[src/rtl/fb_arbiter_if.sv]
// Framebuffer arbiter bus: timing-generator inputs, writer handshake, memory port and scan-out.
// slave = arbiter side, master = driver side (timing gen, writer, RAM read data).
interface fb_arbiter_if #(
    parameter int AW = 15,
    parameter int DW = 4
);
    logic [9:0]    sx;
    logic [9:0]    sy;
    logic          hsync;
    logic          vsync;
    logic          de;
    logic          wr_req;
    logic [AW-1:0] wr_addr;
    logic [DW-1:0] wr_data;
    logic          wr_ack;
    logic          wr_err;
    logic [AW-1:0] mem_addr;
    logic          mem_we;
    logic [DW-1:0] mem_wdata;
    logic [DW-1:0] mem_rdata;
    logic [DW-1:0] pix_color;
    logic          hsync_o;
    logic          vsync_o;
    logic          de_o;

    modport slave (
        input  sx, sy, hsync, vsync, de, wr_req, wr_addr, wr_data, mem_rdata,
        output wr_ack, wr_err, mem_addr, mem_we, mem_wdata, pix_color, hsync_o, vsync_o, de_o
    );

    modport master (
        output sx, sy, hsync, vsync, de, wr_req, wr_addr, wr_data, mem_rdata,
        input  wr_ack, wr_err, mem_addr, mem_we, mem_wdata, pix_color, hsync_o, vsync_o, de_o
    );
endinterface

[src/rtl/fb_arbiter.sv]
// Single-port framebuffer arbiter: display reads every 4th active pixel, scan-out 3 cycles after the slot.
// Display never stalls; writer waits (wr_req held) until wr_ack, at most one grant per two cycles.
module fb_arbiter #(
    parameter int FB_W           = 160,
    parameter int FB_H           = 120,
    parameter int AW             = 15,
    parameter int DW             = 4,
    parameter int WR_VBLANK_ONLY = 0
) (
    input  logic          clk_pix,
    input  logic          rst_pix,
    fb_arbiter_if.slave   bus
);
    localparam logic [AW:0] FB_SIZE = (AW+1)'(FB_W * FB_H);

    logic          disp_slot;
    logic [AW-1:0] disp_addr;
    logic          vblank_ok;
    logic          in_range;
    logic          grant;

    logic [AW-1:0] mem_addr_q;
    logic          mem_we_q;
    logic [DW-1:0] mem_wdata_q;
    logic          wr_ack_q;
    logic          wr_err_q;
    logic [DW-1:0] pix_q;
    logic [1:0]    slot_d;
    logic [2:0]    hs_d;
    logic [2:0]    vs_d;
    logic [2:0]    de_d;

    assign disp_slot = bus.de && (bus.sx[1:0] == 2'b00);
    assign disp_addr = AW'(bus.sy[9:2]) * AW'(FB_W) + AW'(bus.sx[9:2]);
    assign vblank_ok = (WR_VBLANK_ONLY == 0) || (bus.sy >= 10'd480);
    assign in_range  = {1'b0, bus.wr_addr} < FB_SIZE;
    // Blocking on wr_ack caps the write rate and lets the writer see the ack before re-arming.
    assign grant     = bus.wr_req && !disp_slot && !wr_ack_q && vblank_ok;

    always_ff @(posedge clk_pix) begin
        if (rst_pix) begin
            mem_addr_q  <= '0;
            mem_we_q    <= 1'b0;
            mem_wdata_q <= '0;
            wr_ack_q    <= 1'b0;
            wr_err_q    <= 1'b0;
            pix_q       <= '0;
            slot_d      <= '0;
            hs_d        <= '0;
            vs_d        <= '0;
            de_d        <= '0;
        end else begin
            mem_we_q <= 1'b0;
            wr_ack_q <= 1'b0;
            slot_d   <= {slot_d[0], disp_slot};
            hs_d     <= {hs_d[1:0], bus.hsync};
            vs_d     <= {vs_d[1:0], bus.vsync};
            de_d     <= {de_d[1:0], bus.de};
            // Read data returns the cycle after the address; capture it two cycles after the slot.
            if (slot_d[1]) begin
                pix_q <= bus.mem_rdata;
            end
            if (disp_slot) begin
                mem_addr_q <= disp_addr;
            end else if (grant) begin
                wr_ack_q <= 1'b1;
                if (in_range) begin
                    mem_we_q    <= 1'b1;
                    mem_addr_q  <= bus.wr_addr;
                    mem_wdata_q <= bus.wr_data;
                end else begin
                    wr_err_q <= 1'b1;
                end
            end
        end
    end

    assign bus.mem_addr  = mem_addr_q;
    assign bus.mem_we    = mem_we_q;
    assign bus.mem_wdata = mem_wdata_q;
    assign bus.wr_ack    = wr_ack_q;
    assign bus.wr_err    = wr_err_q;
    assign bus.hsync_o   = hs_d[2];
    assign bus.vsync_o   = vs_d[2];
    assign bus.de_o      = de_d[2];
    assign bus.pix_color = de_d[2] ? pix_q : '0;
endmodule

[src/flat_wrapper.sv]
// flat-port wrapper written by rule: the top's interface ports become plain ports
module fb_arbiter_flat 
#(
    parameter int FB_W           = 160,
    parameter int FB_H           = 120,
    parameter int AW             = 15,
    parameter int DW             = 4,
    parameter int WR_VBLANK_ONLY = 0
)
  (clk_pix, rst_pix, bus_sx, bus_sy, bus_hsync, bus_vsync, bus_de, bus_wr_req, bus_wr_addr, bus_wr_data, bus_mem_rdata, bus_wr_ack, bus_wr_err, bus_mem_addr, bus_mem_we, bus_mem_wdata, bus_pix_color, bus_hsync_o, bus_vsync_o, bus_de_o);
  fb_arbiter_if #(.AW(AW), .DW(DW)) bus_i ();
  input  logic clk_pix;
  input  logic rst_pix;
  input wire logic [$bits(bus_i.sx)-1:0] bus_sx;
  input wire logic [$bits(bus_i.sy)-1:0] bus_sy;
  input wire logic [$bits(bus_i.hsync)-1:0] bus_hsync;
  input wire logic [$bits(bus_i.vsync)-1:0] bus_vsync;
  input wire logic [$bits(bus_i.de)-1:0] bus_de;
  input wire logic [$bits(bus_i.wr_req)-1:0] bus_wr_req;
  input wire logic [$bits(bus_i.wr_addr)-1:0] bus_wr_addr;
  input wire logic [$bits(bus_i.wr_data)-1:0] bus_wr_data;
  input wire logic [$bits(bus_i.mem_rdata)-1:0] bus_mem_rdata;
  output wire logic [$bits(bus_i.wr_ack)-1:0] bus_wr_ack;
  output wire logic [$bits(bus_i.wr_err)-1:0] bus_wr_err;
  output wire logic [$bits(bus_i.mem_addr)-1:0] bus_mem_addr;
  output wire logic [$bits(bus_i.mem_we)-1:0] bus_mem_we;
  output wire logic [$bits(bus_i.mem_wdata)-1:0] bus_mem_wdata;
  output wire logic [$bits(bus_i.pix_color)-1:0] bus_pix_color;
  output wire logic [$bits(bus_i.hsync_o)-1:0] bus_hsync_o;
  output wire logic [$bits(bus_i.vsync_o)-1:0] bus_vsync_o;
  output wire logic [$bits(bus_i.de_o)-1:0] bus_de_o;
  assign bus_i.sx = bus_sx;
  assign bus_i.sy = bus_sy;
  assign bus_i.hsync = bus_hsync;
  assign bus_i.vsync = bus_vsync;
  assign bus_i.de = bus_de;
  assign bus_i.wr_req = bus_wr_req;
  assign bus_i.wr_addr = bus_wr_addr;
  assign bus_i.wr_data = bus_wr_data;
  assign bus_i.mem_rdata = bus_mem_rdata;
  assign bus_wr_ack = bus_i.wr_ack;
  assign bus_wr_err = bus_i.wr_err;
  assign bus_mem_addr = bus_i.mem_addr;
  assign bus_mem_we = bus_i.mem_we;
  assign bus_mem_wdata = bus_i.mem_wdata;
  assign bus_pix_color = bus_i.pix_color;
  assign bus_hsync_o = bus_i.hsync_o;
  assign bus_vsync_o = bus_i.vsync_o;
  assign bus_de_o = bus_i.de_o;
  fb_arbiter #(.FB_W(FB_W), .FB_H(FB_H), .AW(AW), .DW(DW), .WR_VBLANK_ONLY(WR_VBLANK_ONLY)) u_core (.clk_pix(clk_pix), .rst_pix(rst_pix), .bus(bus_i));
endmodule
[config.mk]
export PLATFORM = sky130hd
export DESIGN_NAME = fb_arbiter_flat
export DESIGN_NICKNAME = d
export VERILOG_FILES = /design/src/rtl/fb_arbiter_if.sv /design/src/rtl/fb_arbiter.sv /design/src/flat_wrapper.sv
export SDC_FILE = /design/constraint.sdc
export NUM_CORES = 1
export LEC_CHECK = 0
export ABC_AREA = 1
export BUFFER_PORTS_ARGS = -buffer_cell sky130_fd_sc_hd__buf_2
export CAP_MARGIN = 20
export CORE_MARGIN = 5
export CORE_UTILIZATION = 40
export CTS_BUF_LIST = sky130_fd_sc_hd__clkbuf_8
export DETAILED_ROUTE_END_ITERATION = 10
export GPL_TIMING_DRIVEN = 1
export PLACE_DENSITY = 0.68
export REMOVE_ABC_BUFFERS = 1
export SLEW_MARGIN = 25
export SYNTH_ARGS = -nofsm -noshare
export SYNTH_HDL_FRONTEND = slang
export SYNTH_SLANG_ARGS = --single-unit
[constraint.sdc]
create_clock -name clk_pix -period 5.2 [get_ports clk_pix]
set_clock_uncertainty 0.15 [all_clocks]
set_input_delay 0.52 -clock clk_pix [delete_from_list [all_inputs] [get_ports clk_pix]]
set_output_delay 0.52 -clock clk_pix [all_outputs]
set_load 0.01 [all_outputs]
After elaboration in Yosys (flattened, before gate mapping):

Cells that the tools add are included.

* $add $sub $neg: 1
* $mul: 1
* magnitude comparators: 1
* muxes and demuxes: 6
* bitwise gates (word level): 3
* reductions and logical operators: 13

Operator list (count)
* 2-to-1 mux 15 bit: 3
* adder 15 x 8 -> 15 bit: 1
* < comparator 15 bit, second input constant: 1
* multiplier 8 x 3 -> 10 bit, second input constant: 1
* AND reduction 3 bit: 2
* 2-to-1 mux 4 bit: 1
* nonzero test 2 bit: 2
* logical AND 1 bit: 3
* inverter 1 bit: 3
* OR reduction 3 bit: 1
* zero test 1 bit: 2
* zero test 2 bit: 1
* 2-to-1 mux 1 bit: 2
* AND reduction 2 bit: 1
* OR reduction 2 bit: 1

* register bits: 37
* output and inout port bits: 29
* word-level logic and storage cells: 35

Logic depth before layout (Yosys ltp):

Gate-level depths: netlist of run 1.

* word-level depth: 7
* gate-level depth with buffers: 15
* depth with buffers taken out: 15

Worst setup path before layout of run 1:

OpenSTA, ideal clock, no wires.

* path kind: input to register
* from: input port bus_sy[3]
* to: register u_core.mem_addr_q[14] (netlist: u_core.bus.mem_addr[14])
* setup time: 0.132 ns
* data arrival time: 2.314 ns
* setup slack: 2.604 ns
* cell stages on the path: 14
* cell sequence: ha_1 > ha_1 > inv_1 > fa_1 > nor2_1 > nand3_1 > nor2_1 > nand2_1 > nor2_2 > nand2_1 > nand2_1 > nand3_1 > nand2_1 > a21oi_2

* cells in the longest elaborated chain, start to end: 3

Ends and longest elaborated chain
* start, declared: RTL line flat_wrapper.sv:15 `input wire logic [$bits(bus_i.sy)-1:0] bus_sy;`
* multiplier 8 x 3 -> 10 bit: RTL line fb_arbiter.sv:34 `assign disp_addr = AW'(bus.sy[9:2]) * AW'(FB_W) + AW'(bus.sx[9:2]);`
* adder 15 x 8 -> 15 bit: RTL line fb_arbiter.sv:34
* 2-to-1 mux 15 bit: RTL line fb_arbiter.sv:63 `if (disp_slot) begin`
* end signal, assigned: RTL line fb_arbiter.sv:64 `mem_addr_q <= disp_addr;`
* end signal, assigned: RTL line fb_arbiter.sv:69 `mem_addr_q <= bus.wr_addr;`
* end, declared: RTL line fb_arbiter.sv:22 `logic [AW-1:0] mem_addr_q;`

No other way between the ends.
A chain may end at the register's enable or synchronous reset.

Final worst setup path of run 1:

Same ends and word-level chain as after synthesis.

==> flow_summary.ini, run 1 <==
[outcome]
outcome = completed

[setup_path]
slowest_stage = fa_1
r2r-start = u_core.bus.wr_ack$_SDFF_PP0_
crit_path_end = u_core.bus.mem_addr[14]$_SDFFE_PP0P_
cp_top_family = adder cells
worst-path-stages = 15
r2r_end = u_core.bus.mem_addr[10]$_SDFFE_PP0P_
cp_common_cell = nand2_1
r2r_cells = 6
crit_start = bus_sy[3]
crit_path_cell_trace = buf_2 > ha_1 > ha_1 > inv_1 > fa_1 > nor2_1 > nand3_1 > nor2_1 > nand2_1 > nor2_2 > nand2_1 > nand2_1 > nand3_1 > nand2_1 > a21oi_2
crit_fanout = 3
arrival_ns = 2.59
max_stage_delay_ns = 0.43
end_kind = flop
r2r_slack_ns = 3.56
start_kind = input pin
critPathBufInv = 2
path_class = input pin to flop
cp.required_ns = 5.22

[synthesis]
yosysSeqAreaShare_pct = 35.7
synth_cell_type_count = 33
ys_top_cells_by_count = nand2_1 (63), inv_1 (40), dfxtp_1 (37)
synth_flop_cell = dfxtp_1
yosys-top-cells-area = dfxtp_1 (36%), nand2_1 (11%), ha_1 (9.0%)
syn-instance-count = 280
yosysWarnings = 0
yosysMostFrequentCell = nand2_1
synth_top_area_share_pct = 35.7
synth_area_um2 = 2080
synth_top_area_cell = dfxtp_1
ys_ff_latch = 37
synth_edf_count = 0
avgSynthCellArea_um2 = 7.42
async_flop_share_pct = 0

[final_layout]
area_growth_syn_to_layout_pct = 25.2
fill_cells = 515
drive_gt1_share_pct = 28.8
utilization_pct = 51.3
diodes = 0
num-nets-final = 423
fin_cells = 428

[timing]
setup_tns_ns = 0
worst_slack_ns = 2.63
worst_hold_slack_ns = 0.252
tightest_slew_ns = 0.489
fmax_mhz = 389
rsz0062_at_grt = no
period_minus_slack_ns = 2.57
relSlewSlack_pct = 67.4
finalSetupViolCount = 0
slew_violations = 0
timing.final.crit_share_pct = 49.5
hold_violations = 0

[placement]
dp_cells = 420
port_buffers = 75
preCtsSetupSlack_ns = 2.32
hpwl_um = 3760
gp_congestion = 0.766

[clock_network]
clockBufferDepth = 2
path_clk_slew_ns = 0.08
cts_buffers = 5
cts-root-buf = clkbuf_8
holdBufCountCts = 0
cts_setup_buffers = 0
h-tree-depth = 2
cts_resized = 0
cts_tree = built
clock_latency_ns = 0.29
cts_sinks = 37

[floorplan]
dieArea_um2 = 6730
io_pins = 78
die_w_um = 82.1
die_h_um = 82.1
start_util_pct = 40.9
rows = 26
core-area_um2 = 5070

[power]
p_leak_uw = 0.00138
pwr-share-clk_pct = 30.9
pwr-share-comb_pct = 24.0
power.switching_uw = 209
switching_share_pct = 30.5
p_per_area_nw_per_um2 = 263
internal_power_uw = 475
p_seq_share_pct = 45.1
irDropWorstVdd_mv = 0.114

[global_routing]
overflow = 0
grt_pass1_vias = 1804
grt_antenna_before_repair = 0
grt_max_degree = 24
gr-usage-all-layers_pct = 14.9
grt_first_pass_wirelength_um = 7760

[drt]
vias = 1958
drcViolationCount = 0
wl_per_cell_um = 11.4
drt-vias-per-instance = 4.57
wirelength_um = 4890
drtIter0Drc = 64
drt-pass1-iter-count = 5
ant_nets = 0

[run]
drv_cap = 0

[worst_hold_path]
hold_path_class = flop to flop
## cells by family (layout without fill, tap and decap cells)
family / after synthesis / count (layout) / synth area share (%)
fa+ha+maj: 17 / 17 / 11.0
flops: 37 / 37 / 35.7
compound gates: 47 / 47 / 14.5
xor+xnor: 1 / 1 / 0.422
simple gates: 129 / 129 / 28.4
buf+inv: 49 / 127 / 10.1
## worst reg2reg max path, delay by kind of cell, from the launching register on
| kind | cells | cell delay, ns |
|---|---|---|
| AND/OR/NAND/NOR | 4 | 0.76 |
| flip-flops | 1 | 0.35 |
| buffers and inverters | 1 | 0.07 |
| AO/OA/AOI/OAI | 1 | 0.19 |
## cell type report
class	count	area, um^2	area share (%)
clock buffers	6	82.6	3.17
clock inverters	2	13.8	0.529
inverters	43	166	6.40
multi-input cells	194	1130	43.3
flip-flops and latches	37	741	28.5
well taps	70	87.6	3.37
repair buffers	76	383	14.7
## worst min path at each step
stage / start / endpoint / slack (ns) / depth (start not counted)
2_1_floorplan: u_core.de_d[0]$_SDFF_PP0_ / u_core.de_d[1]$_SDFF_PP0_ / 0.24 / 2
4_1_cts: u_core.vs_d[1]$_SDFF_PP0_ / u_core.vs_d[2]$_SDFF_PP0_ / 0.25 / 2
3_5_place_dp: u_core.vs_d[1]$_SDFF_PP0_ / u_core.vs_d[2]$_SDFF_PP0_ / 0.24 / 2
3_3_place_gp: u_core.de_d[1]$_SDFF_PP0_ / u_core.de_d[2]$_SDFF_PP0_ / 0.24 / 2
6_report: u_core.vs_d[1]$_SDFF_PP0_ / u_core.vs_d[2]$_SDFF_PP0_ / 0.25 / 2
5_1_grt: u_core.vs_d[1]$_SDFF_PP0_ / u_core.vs_d[2]$_SDFF_PP0_ / 0.27 / 2
## per-stage QoR
stage | area (um^2) | power (uW)
final | 2600 | 684
after global routing | 2600 | 732
after CTS | 2600 | 694
after detailed placement | 2500 | 480
after global placement | 2500 | 478
after floorplan | 2030 | 422
## placed cells by master (no fill, tap or decap)
master,Yosys,routed
ha_1,15,15
xor2_1,1,1
a32o_1,1,1
fa_1,2,2
a31oi_1,8,8
nand3b_1,2,2
dfxtp_1,37,37
o21ai_1,1,1
nor2_1,35,35
a21oi_1,10,10
o21ai_0,16,16
inv_6,1,1
buf_2,2,75
buf_4,0,1
or2_2,1,1
a211oi_1,1,1
nand2_1,63,63
nor2_2,1,1
nor3_4,2,2
clkinv_2,0,1
nor4_1,1,1
inv_1,40,40
nand2_8,2,2
o211ai_4,1,1
clkinv_4,0,1
o21ai_2,4,4
nand4_1,3,3
clkbuf_8,0,6
a22oi_1,2,2
a21oi_2,3,3
nand2_2,2,2
nand3_1,17,17
inv_2,2,2
## power groups by stage
stage               Clock (uW)  Sequential (uW)  Combinational, uW
detailed placement           0              315                165
global placement             0              314                164
CTS                        219              308                167
global route               232              310                190
finish                     211              308                164
floorplan                    0              322                101
## registers in the layout, indices dropped and copies added (netlist names)
register              count
u_core.bus.mem_we         1
u_core.hs_d               3
u_core.bus.mem_wdata      4
u_core.pix_q              4
u_core.bus.wr_ack         1
u_core.de_d               3
u_core.slot_d             2
u_core.bus.mem_addr      15
u_core.bus.wr_err         1
u_core.vs_d               3
## routing by layer
metal / wire (um) / up-vias / GRT usage (%)
met5: 0 / - / 0
met4: 27 / 0 / 4.49
met1: 2290 / 852 / 18.2
met2: 2340 / 47 / 26.4
met3: 229 / 4 / 2.85
li1: - / 1055 / -
No activity file was read; power rests on OpenSTA's default activity.
==> inputs of run 2 (changes only) <==
--- a/config.mk
+++ b/config.mk
@@ -5,7 +5,7 @@
 export SDC_FILE = /design/constraint.sdc
 export NUM_CORES = 1
 export LEC_CHECK = 0
-export ABC_AREA = 1
+export ABC_AREA = 0
 export BUFFER_PORTS_ARGS = -buffer_cell sky130_fd_sc_hd__buf_2
 export CAP_MARGIN = 20
 export CORE_MARGIN = 5
@@ -13,7 +13,7 @@
 export CTS_BUF_LIST = sky130_fd_sc_hd__clkbuf_8
 export DETAILED_ROUTE_END_ITERATION = 10
 export GPL_TIMING_DRIVEN = 1
-export PLACE_DENSITY = 0.68
+export PLACE_DENSITY = 0.71
 export REMOVE_ABC_BUFFERS = 1
 export SLEW_MARGIN = 25
 export SYNTH_ARGS = -nofsm -noshare
==> constraint.sdc (replaced) <==
create_clock -name clk_pix -period 2.1 [get_ports clk_pix]
set_clock_uncertainty 0.15 [all_clocks]
set_input_delay 0.21 -clock clk_pix [delete_from_list [all_inputs] [get_ports clk_pix]]
set_output_delay 0.21 -clock clk_pix [all_outputs]
set_load 0.01 [all_outputs]
==> run 2 against run 1 <==
Against the previous run:
- the run now ends with negative setup slack left
- critical endpoint unchanged
- utilization up 8.8 points
- non-clock buffer count up 29
- count of clock-buffer cells in the layout stayed put
- total power grew to 2.8 times the previous value
- synthesized cell count shrank 25%
- sequential share of layout area decreased by 2.5 points
- critical path type unchanged
- largest power group unchanged
- area after synthesis decreased by 4.9%
- routed wire length is 5.6% lower
- critical path depth decreased by 4
- worst setup slack lost 2.7 ns
- cell count is 11% lower
- flip-flop and latch count is the same
==> flow_summary.ini, run 2 <==
[setup_path]
crit_path_cell_trace = buf_6 > ha_4 > ha_4 > inv_2 > fa_2 > nand2b_4 > o2bb2ai_2 > or4b_4 > o2111ai_2 > xnor2_1 > a21oi_1
cp.required_ns = 2.12
path_class = input pin to flop
r2r_slack_ns = 0.42
end_kind = flop
crit_fanout = 2
slowest_stage = or4b_4
arrival_ns = 2.17
start_kind = input pin
max_stage_delay_ns = 0.48
cp_common_cell = ha_4

[timing]
worst_slack_ns = -0.0551
fmax_mhz = 464
rsz0062_at_grt = yes
hold_violations = 0
tightest_slew_ns = 0.656
worst_hold_slack_ns = 0.00854
finalSetupViolCount = 2
timing.final.crit_share_pct = 103
period_minus_slack_ns = 2.16
slew_violations = 0
relSlewSlack_pct = 56.2

[global_routing]
grt_max_degree = 38
grt_first_pass_wirelength_um = 7290
overflow = 0
grt_antenna_before_repair = 0
gr-usage-all-layers_pct = 14.2
grt_pass1_vias = 1678

[drt]
wl_met2_um = 2380
m1WireLength_um = 1860
wl_per_cell_um = 12.1
drt-vias-per-instance = 4.71
drtIter0Drc = 49
drcViolationCount = 0
vias = 1795
drt-pass1-iter-count = 4
highest_layer = met4
ant_nets = 0
wirelength_um = 4610
route.met3.wl_um = 306

[synthesis]
synth_edf_count = 0
yosysSeqAreaShare_pct = 37.5
synth_area_um2 = 1970
ys_ff_latch = 37
synth_cell_type_count = 42
async_flop_share_pct = 0
yosys-top-cells-area = dfxtp_1 (38%), ha_1 (9.5%), mux2i_1 (8.1%)
synthAdderAreaFrac_pct = 11.5
synth_top_area_cell = dfxtp_1
synth-xor-area-share_pct = 4.44
syn-instance-count = 210
ys_top_cells_by_count = dfxtp_1 (37), nor2_1 (32), a211oi_1 (19)
yosys.area_share.simple_pct = 18.9
synth_top_area_share_pct = 37.5
avgSynthCellArea_um2 = 9.40
yosysMostFrequentCell = dfxtp_1
synth_top_family_by_area = simple AND/OR/NAND/NOR gates
synth_flop_cell = dfxtp_1
yosysWarnings = 0
synth_compound_area_share_pct = 15.3
synthMuxAreaShare_pct = 8.11

[final_layout]
drive_gt1_share_pct = 41.1
fin_area_um2 = 2860
area_growth_syn_to_layout_pct = 44.6
fill_cells = 427
utilization_pct = 60.1
fin_cells = 381
layout_common_cells = buf_2 (73), dfxtp_1 (37), nor2_1 (32)
diodes = 0
largest_reg_flops = 15
final_common_cell = buf_2
num-nets-final = 379

[power]
p_leak_uw = 0.00134
irDropWorstVdd_mv = 0.548
p_per_area_nw_per_um2 = 671

[placement]
port_buffers = 75
place_area_um2 = 2600
gp_congestion = 0.774
dp_cells = 372
hpwl_um = 3640

[clock_network]
cts_tree = built
cts-root-buf = clkbuf_8
clockBufferDepth = 2
cts_sinks = 37
cts_setup_buffers = 0
cts_buffers = 5
clock_latency_ns = 0.28
path_clk_slew_ns = 0.07
h-tree-depth = 2

[floorplan]
die_h_um = 80.3
rows = 25
dieArea_um2 = 6440
start_util_pct = 41.5
die_w_um = 80.3
core-area_um2 = 4750
io_pins = 78

[outcome]
violations = negative setup slack
outcome = finished, violations left

[run]
drv_cap = 0

[worst_hold_path]
hold_path_class = input pin to flop
-- run 2: cell count changes after synthesis, sizes merged, moves of 12 or more --
| cell | previous run | this run |
|---|---|---|
| nand2 | 67 | 6 |
| inv | 43 | 9 |
| a211oi | 1 | 19 |
| o21ai | 21 | 3 |
| nand3 | 17 | 0 |
| mux2i | 0 | 16 |
| nor2b | 0 | 12 |
-- run 2: logic make-up (layout without fill, tap and decap cells) --
kind of cell	Yosys count	count (layout)
adders and majority gates	17	17
buffers and inverters	18	122
AOI/OAI and AO/OA	41	41
and+or+nand+nor	71	71
xor gates and xnor gates	10	10
muxes	16	16
DFF	37	37
-- run 2: area by class of cell --
| cell class | count | area [um^2] | share of cell area (%) |
|---|---|---|---|
| inverter | 9 | 33.8 | 1.18 |
| timing repair buffer | 105 | 616 | 21.6 |
| tap | 67 | 83.8 | 2.94 |
| multi-input combinational | 155 | 1260 | 44.2 |
| clock inverter | 2 | 37.5 | 1.31 |
| clock buffer | 6 | 82.6 | 2.89 |
| sequential | 37 | 741 | 25.9 |
-- run 2: metal layers --
layer	vias to the layer above	track usage [%]
met4	0	5.41
met1	798	15.8
li1	942	-
met2	47	25.9
met5	-	0
met3	8	3.36
-- run 2: critical path: cells and delay by family --
kind	cells	cell delay (ns)
AOI/OAI and AO/OA	3	0.29
xor gates and xnor gates	1	0.14
adders and majority gates	3	0.76
buffers and inverters	2	0.14
and+or+nand+nor	2	0.63
-- run 2: metrics by stage --
stage | setup TNS, ns | worst slack (ns) | power [uW]
floorplan | -1.01 | -0.342 | 1040
global placement | -1.71 | -0.445 | 1250
detailed placement | -1.98 | -0.492 | 1260
CTS | -0.0654 | -0.0654 | 1910
global route | -0.324 | -0.123 | 2020
finish | -0.0629 | -0.0551 | 1920
-- run 2: power breakdown --
| part | internal, uW | switching, uW |
|---|---|---|
| clock | 386 | 230 |
| sequential | 742 | 16.5 |
| combinational | 289 | 254 |
-- run 2: worst paths after layout --
path	startpoint	endpoint	depth (start not counted)
max	bus_sy[3]	u_core.bus.mem_addr[14]$_SDFFE_PP0P_	11
min	bus_hsync	u_core.hs_d[0]$_SDFF_PP0_	2
max reg2reg	u_core.bus.wr_ack$_SDFF_PP0_	u_core.bus.mem_addr[1]$_SDFFE_PP0P_	5
min reg2reg	u_core.de_d[1]$_SDFF_PP0_	u_core.de_d[2]$_SDFF_PP0_	1
-- run 2: what timing repair did --
action                     4_1_cts  5_1_grt
resized for setup               13        7
pin swaps                        6        9
setup endpoints to repair        4        4
hold endpoints to repair         1        0
hold buffers                     1        0
